`src/rtl/connection_block_cfg_pkg.sv`:
```
// Shared definitions for the connection block: FSM state encoding and the
// elaboration-time helpers that derive select width, chain length and the
// shift-counter width from the channel geometry.
package connection_block_cfg_pkg;

    typedef enum logic [1:0] {
        StIdle  = 2'd0,  // nothing shifted since the last update/reset
        StShift = 2'd1,  // 0 < count < CFG_BITS
        StFull  = 2'd2,  // count == CFG_BITS, the only state that may commit
        StOver  = 2'd3   // count > CFG_BITS, held until update or reset
    } cb_state_e;

    // Ceiling log2; returns 0 for values 0 and 1.
    function automatic int unsigned cb_clog2(input int unsigned value);
        int unsigned res;
        res = 0;
        for (int unsigned i = 0; i < 32; i++) begin
            if ((64'd1 << i) < 64'(value)) begin
                res = i + 1;
            end
        end
        return res;
    endfunction

    // Number of candidate taps feeding each output mux.
    function automatic int unsigned cb_num_cand(input int unsigned width,
                                                input int unsigned num_outs);
        return (2 * width) / num_outs;
    endfunction

    function automatic int unsigned cb_sel_w(input int unsigned width,
                                             input int unsigned num_outs);
        return cb_clog2(cb_num_cand(width, num_outs));
    endfunction

    function automatic int unsigned cb_cfg_bits(input int unsigned width,
                                                input int unsigned num_outs);
        return num_outs * cb_sel_w(width, num_outs);
    endfunction

    // Counter must hold CFG_BITS+1 so "over-shifted" is distinguishable.
    function automatic int unsigned cb_cnt_w(input int unsigned cfg_bits);
        return cb_clog2(cfg_bits + 2);
    endfunction

endpackage

```
`src/rtl/connection_block_cfg_track_mux.sv`:
```
// cb_track_mux: one output pin's track selector.
// Candidate m taps track index j = Index + NumOuts*(m>>1); even m take the
// leftward track (tracks_0_i[j]), odd m the rightward track (tracks_1_i[j]).
// Ports:
//   tracks_0_i  leftward channel tracks
//   tracks_1_i  rightward channel tracks
//   sel_i       candidate select
//   y_o         selected track value
module cb_track_mux #(
    parameter int unsigned ChannelWidth = 8,
    parameter int unsigned NumOuts      = 4,
    parameter int unsigned Index        = 0,
    parameter int unsigned SelW         = 2
) (
    input  logic [ChannelWidth-1:0] tracks_0_i,
    input  logic [ChannelWidth-1:0] tracks_1_i,
    input  logic [SelW-1:0]         sel_i,
    output logic                    y_o
);
    localparam int unsigned NumCand = 1 << SelW;
    localparam int unsigned TrkIdxW = (ChannelWidth > 1) ? $clog2(ChannelWidth) : 1;

    logic [NumCand-1:0] cand;

    always_comb begin
        logic [SelW-1:0]    m_idx;
        logic [TrkIdxW-1:0] j;
        cand = '0;
        for (int unsigned m = 0; m < NumCand; m++) begin
            m_idx = SelW'(m);
            j     = TrkIdxW'(Index + NumOuts * (m >> 1));
            cand[m_idx] = m_idx[0] ? tracks_1_i[j] : tracks_0_i[j];
        end
    end

    assign y_o = cand[sel_i];

endmodule

```
`src/rtl/connection_block_cfg.sv`:
```
// connection_block_cfg: drives NUM_OUTS pin inputs from a bidirectional
// routing channel through per-pin track muxes. Configuration is scanned into
// a shadow register and only copied to the active register by a cfg_update
// that arrives after exactly CFG_BITS shifts, so a half-loaded chain never
// disturbs the fabric.
// Ports:
//   scan_clk    sole clock
//   scan_rst_n  asynchronous active-low reset
//   tracks_0    leftward tracks
//   tracks_1    rightward tracks
//   scan_in     serial configuration data (first bit ends up in the MSB)
//   scan_en     shift enable
//   cfg_update  single-cycle commit request
//   scan_out    chain continuation, shadow MSB
//   out         pin drives, zero until a configuration has been committed
//   cfg_valid   an active configuration is loaded
//   cfg_err     sticky flag: last update was rejected
module connection_block_cfg
    import connection_block_cfg_pkg::*;
#(
    parameter int unsigned CHANNEL_ONEWAY_WIDTH = 8,
    parameter int unsigned NUM_OUTS             = 4,
    parameter int unsigned REG_OUT              = 0
) (
    input  logic                            scan_clk,
    input  logic                            scan_rst_n,
    input  logic [CHANNEL_ONEWAY_WIDTH-1:0] tracks_0,
    input  logic [CHANNEL_ONEWAY_WIDTH-1:0] tracks_1,
    input  logic                            scan_in,
    input  logic                            scan_en,
    input  logic                            cfg_update,
    output logic                            scan_out,
    output logic [NUM_OUTS-1:0]             out,
    output logic                            cfg_valid,
    output logic                            cfg_err
);
    localparam int unsigned SEL_W    = cb_sel_w(CHANNEL_ONEWAY_WIDTH, NUM_OUTS);
    localparam int unsigned CFG_BITS = cb_cfg_bits(CHANNEL_ONEWAY_WIDTH, NUM_OUTS);
    localparam int unsigned CNT_W    = cb_cnt_w(CFG_BITS);
    localparam int unsigned NUM_CAND = cb_num_cand(CHANNEL_ONEWAY_WIDTH, NUM_OUTS);

    localparam logic [CNT_W-1:0] CntFull = CNT_W'(CFG_BITS);
    localparam logic [CNT_W-1:0] CntSat  = CNT_W'(CFG_BITS + 1);

    // Geometry checks at elaboration.
    if ((CHANNEL_ONEWAY_WIDTH % NUM_OUTS) != 0) begin : gen_bad_div
        $error("CHANNEL_ONEWAY_WIDTH must be divisible by NUM_OUTS");
    end
    if (NUM_CAND != (1 << SEL_W)) begin : gen_bad_pow2
        $error("candidate count per output must be a power of two");
    end

    cb_state_e            state_q, state_d;
    logic [CNT_W-1:0]     cnt_q, cnt_d;
    logic [CFG_BITS-1:0]  shadow_q, shadow_d;
    logic [CFG_BITS-1:0]  active_q, active_d;
    logic                 valid_q, valid_d;
    logic                 err_q, err_d;
    logic                 commit;

    // State register.
    always_ff @(posedge scan_clk or negedge scan_rst_n) begin
        if (!scan_rst_n) begin
            state_q  <= StIdle;
            cnt_q    <= '0;
            shadow_q <= '0;
            active_q <= '0;
            valid_q  <= 1'b0;
            err_q    <= 1'b0;
        end else begin
            state_q  <= state_d;
            cnt_q    <= cnt_d;
            shadow_q <= shadow_d;
            active_q <= active_d;
            valid_q  <= valid_d;
            err_q    <= err_d;
        end
    end

    // Next-state: shifting wins over update, so an update that coincides with
    // a shift never clears the counter.
    always_comb begin
        state_d  = state_q;
        cnt_d    = cnt_q;
        shadow_d = shadow_q;
        if (scan_en) begin
            // Cast drops the old MSB; also correct for a 1-bit chain.
            shadow_d = CFG_BITS'({shadow_q, scan_in});
            if (cnt_q != CntSat) begin
                cnt_d = cnt_q + CNT_W'(1);
            end
            if (cnt_d == CntFull) begin
                state_d = StFull;
            end else if (cnt_d > CntFull) begin
                state_d = StOver;
            end else begin
                state_d = StShift;
            end
        end else if (cfg_update) begin
            cnt_d   = '0;
            state_d = StIdle;
        end
    end

    // Outputs of the FSM: commit decision and the configuration flags.
    always_comb begin
        commit   = cfg_update && !scan_en && (state_q == StFull);
        active_d = commit ? shadow_q : active_q;
        valid_d  = valid_q | commit;
        err_d    = cfg_update ? !commit : err_q;
    end

    assign scan_out  = shadow_q[CFG_BITS-1];
    assign cfg_valid = valid_q;
    assign cfg_err   = err_q;

    logic [NUM_OUTS-1:0] mux_out;
    logic [NUM_OUTS-1:0] gated_out;

    for (genvar k = 0; k < NUM_OUTS; k++) begin : gen_mux
        cb_track_mux #(
            .ChannelWidth (CHANNEL_ONEWAY_WIDTH),
            .NumOuts      (NUM_OUTS),
            .Index        (k),
            .SelW         (SEL_W)
        ) u_mux (
            .tracks_0_i (tracks_0),
            .tracks_1_i (tracks_1),
            .sel_i      (active_q[k*SEL_W +: SEL_W]),
            .y_o        (mux_out[k])
        );
    end

    assign gated_out = valid_q ? mux_out : '0;

    if (REG_OUT != 0) begin : gen_reg_out
        logic [NUM_OUTS-1:0] out_q;
        always_ff @(posedge scan_clk or negedge scan_rst_n) begin
            if (!scan_rst_n) begin
                out_q <= '0;
            end else begin
                out_q <= gated_out;
            end
        end
        assign out = out_q;
    end else begin : gen_comb_out
        assign out = gated_out;
    end

endmodule

```
`config.mk`:
```
export PLATFORM = sky130hd
export DESIGN_NAME = connection_block_cfg
export DESIGN_NICKNAME = d
export VERILOG_FILES = /design/src/rtl/connection_block_cfg_pkg.sv /design/src/rtl/connection_block_cfg_track_mux.sv /design/src/rtl/connection_block_cfg.sv
export SDC_FILE = /design/constraint.sdc
export NUM_CORES = 1
export LEC_CHECK = 0
export BUFFER_PORTS_ARGS = -buffer_cell sky130_fd_sc_hd__buf_2
export CORE_MARGIN = 2
export CORE_UTILIZATION = 50
export DETAILED_ROUTE_END_ITERATION = 8
export GPL_TIMING_DRIVEN = 0
export MAX_ROUTING_LAYER = met4
export PLACE_DENSITY_LB_ADDON = 0.08
export SETUP_SLACK_MARGIN = 0.2
export SYNTH_ARGS = -nofsm -noshare
export SYNTH_HDL_FRONTEND = slang
export SYNTH_SLANG_ARGS = --single-unit
export TNS_END_PERCENT = 100
```
`constraint.sdc`:
```
create_clock -name scan_clk -period 2.8 [get_ports scan_clk]
set_clock_uncertainty 0.15 [all_clocks]
set_input_delay 0.56 -clock scan_clk [delete_from_list [all_inputs] [get_ports scan_clk]]
set_output_delay 0.56 -clock scan_clk [all_outputs]
set_load 0.03 [all_outputs]
```
==> key figures <==
Status
  • Status: completed

Final layout
  • ANT cells: 0
  • Sequential Area: 601 um^2
  • Fillers: between 150 and 200
  • Layout cells sized above 1: 50.5%
  • Area of the multi-input gates: 480 um^2
  • P&R area growth vs syn: 16.8%
  • Layout net count: 132

Worst setup path
  • CP endpoint kind: primary output
  • Critical Path AT: 1520 ps
  • R2r endpoint: active_q[6]
  • Worst Setup SP: active_q[6]
  • RR Startpoint: state_q[0]
  • Startpoint Class: flop
  • Worst R2R Path Depth: 3
  • Crit Path Max Fanout: 2
  • Critical path class: reg2out
  • CP required: between 2000 and 2500 ps
  • R2r setup slk: between 1000 and 1500 ps

Floorplanning
  • Die height: 51.2 um
  • Die area: 2630 um^2
  • Row count: 17
  • # IOs: 28
  • Core Footprint: 2170 um^2
  • Starting density of the core: 51.4%
  • Die width: 51.2 um

Synthesis
  • Synth warnings: 0
  • Async SR Flop Fraction: 100%
  • Post-synth top area share: 53.8%
  • Post-Syn Area: 1120 um^2
  • Count leader, synth: dfrtp_1
  • Post-synth top area cell: dfrtp_1
  • Dominant cells by area after synthesis: dfrtp_1 54%, mux2_2 16%, mux4_2 8.1%
  • Ys flop type: dfrtp_1
  • Sequential area share after synthesis: ~54%
  • Mapped Cells: between 70 and 80
  • Cell variety after synth: 25
  • Post-synth net total: a little over 100
  • Yosys reg bits: 24
  • Post-synth top cells: 24 x dfrtp_1, 16 x mux2_2, 4 x and2_1, 4 x mux4_2, 4 x nor2_1
  • Post-synth EDFFs: 0
  • Avg Cell Area, Syn: roughly 14 um^2

Clocking
  • CTS Hold Bufs: 0
  • CTS tree: done
  • Clk buf depth: 2
  • Post-cts resize count: 0
  • Setup Fix Bufs, Post-CTS: 0
  • Clk_lat worst skew: 300 ps
  • Root buf cell: clkbuf_4
  • Htree depth: 1
  • CTS Buf Count: 3
  • Sink Count: 24
  • CTS clk-pin slew, worst paths: 110 ps

Global route
  • First-pass GRT wire length: 3.04 mm
  • Total gr overflow: 0
  • Largest net degree at the start of global routing: 25
  • Initial antenna violation count: 0
  • GRT Total Usage: 16.4%
  • Number of global-route vias before repair: just under 700

Drt
  • Drt drc: 0
  • Total Wirelength: 1.80 mm
  • DRT iter0 DRCs: 10
  • 1st-pass router iterations: 4
  • Antenna Nets Post-Route: 0
  • Vias: about 720
  • Via-to-Cell Ratio: 5.35
  • Routed wire length per instance: 13.4 um

STA
  • Endpoints failing setup: 0
  • RSZ-0062 raised after global routing: no
  • Pins Over Slew Limit: 0
  • Hold Fails Final Rpt: 0
  • Max Fclk: 449 MHz
  • Final Cycle Share: roughly 80%
  • Sum Neg Setup Slack: 0 ps
  • Worst rel slew slack: 65.1%
  • Tmin final: 2230 ps
  • Slew @ Worst Pin: 523 ps

Run
  • Max_cap viols: 0

Pwr
  • Logic pwr share: 30.8%
  • Switch share: between 30% and 40%
  • LEAKAGE: about 0.64 nW
  • P_sw: 0.306 mW
  • Total Power: 0.948 mW
  • Cell internal pwr: 0.642 mW
  • Clock share of power: between 10% and 20%
  • Pwr Density: 727 nW/um^2
  • Sequential share of power: 54.5%
  • Max IR drop VDD: 481 uV

Placed design
  • Gpl congestion: 0.794
  • Final HPWL DP: about 1.3 mm
  • Port Buffers: 26

Worst hold path
  • Min-delay worst type: in2async
==> per-layer routing <==
layer,track usage [%],up-vias,part of all wire [%]
li1,-,341,-
met1,20.8,362,45
met2,25.3,17,49
met3,3.51,2,5.0
met4,7.89,0,0.78
met5,-,-,0
==> power by group through the flow <==
stage / sequential [mW] / combinational [mW] / clock (mW)
2_1_floorplan: 0.531 / 0.199 / 0
3_3_place_gp: 0.520 / 0.286 / 0
3_5_place_dp: 0.526 / 0.295 / 0
4_1_cts: 0.519 / 0.295 / 0.149
5_1_grt: 0.536 / 0.321 / 0.167
6_report: 0.517 / 0.292 / 0.139
==> area by class of cell <==
type	count	area share, %
flip-flops and latches	24	46.1
inverters	2	0.576
well taps	28	2.69
plain buffers	3	2.11
multi-input cells	49	36.9
repair buffers	26	9.98
clock buffers	3	1.73
==> registers in the layout, summed over array words and instances, names as in the netlist <==
register	count
active_q	8
shadow_q	8
cfg_err	1
cfg_valid	1
state_q	2
cnt_q	4
==> logic make-up (layout without fill, tap and decap cells) <==
group	Yosys count	after routing	share of synthesized area, %
AOI/OAI and AO/OA	11	11	6.50
xor gates and xnor gates	1	1	0.785
adders and majority gates	2	2	2.24
buffers and inverters	5	34	3.14
DFF	24	24	53.8
muxes	21	21	25.1
and+or+nand+nor	14	14	8.41
==> critical path, cell delays in order, from the launching register on <==
cell and delay [ps]:
dfrtp_1 390, mux4_2 500, and2_1 160, buf_2 170
==> placed cells by master, fill, tap and decap left out <==
master,netlist,final
a31oi_1,1,1
xnor2_1,1,1
nand3_1,1,1
buf_2,1,27
o21ai_0,3,3
and2_1,4,4
inv_1,2,2
nor4bb_4,1,1
o22ai_1,1,1
nor2b_1,1,1
mux4_2,4,4
a22o_1,1,1
a21o_1,1,1
nand2_1,1,1
or2_2,1,1
ha_1,2,2
clkbuf_4,0,3
o211a_1,1,1
buf_6,2,2
dfrtp_1,24,24
nor3b_1,1,1
a41oi_1,1,1
mux2_2,16,16
a21oi_1,2,2
nor2_1,4,4
mux2i_1,1,1
==> worst max path at each step <==
stage | end | depth (start not counted) | slack (ps)
floorplan | out[0] | 2 | 840
global placement | out[3] | 4 | 650
detailed placement | out[3] | 4 | 650
CTS | out[3] | 3 | 540
global route | out[2] | 3 | 470
finish | out[3] | 3 | 570
==> metrics by stage <==
step	hold slack [ps]	worst slack, ps	util (%)	cell area [um^2]	instances
final	70.7	571	60.1	1300	135
after global routing	87.6	474	60.1	1300	135
after CTS	75.6	538	60.1	1300	135
after detailed placement	331	647	59.1	1280	132
after global placement	329	647	59.1	1280	132
after floorplan	114	836	-	1120	78
No activity file was read; power rests on OpenSTA's default activity.
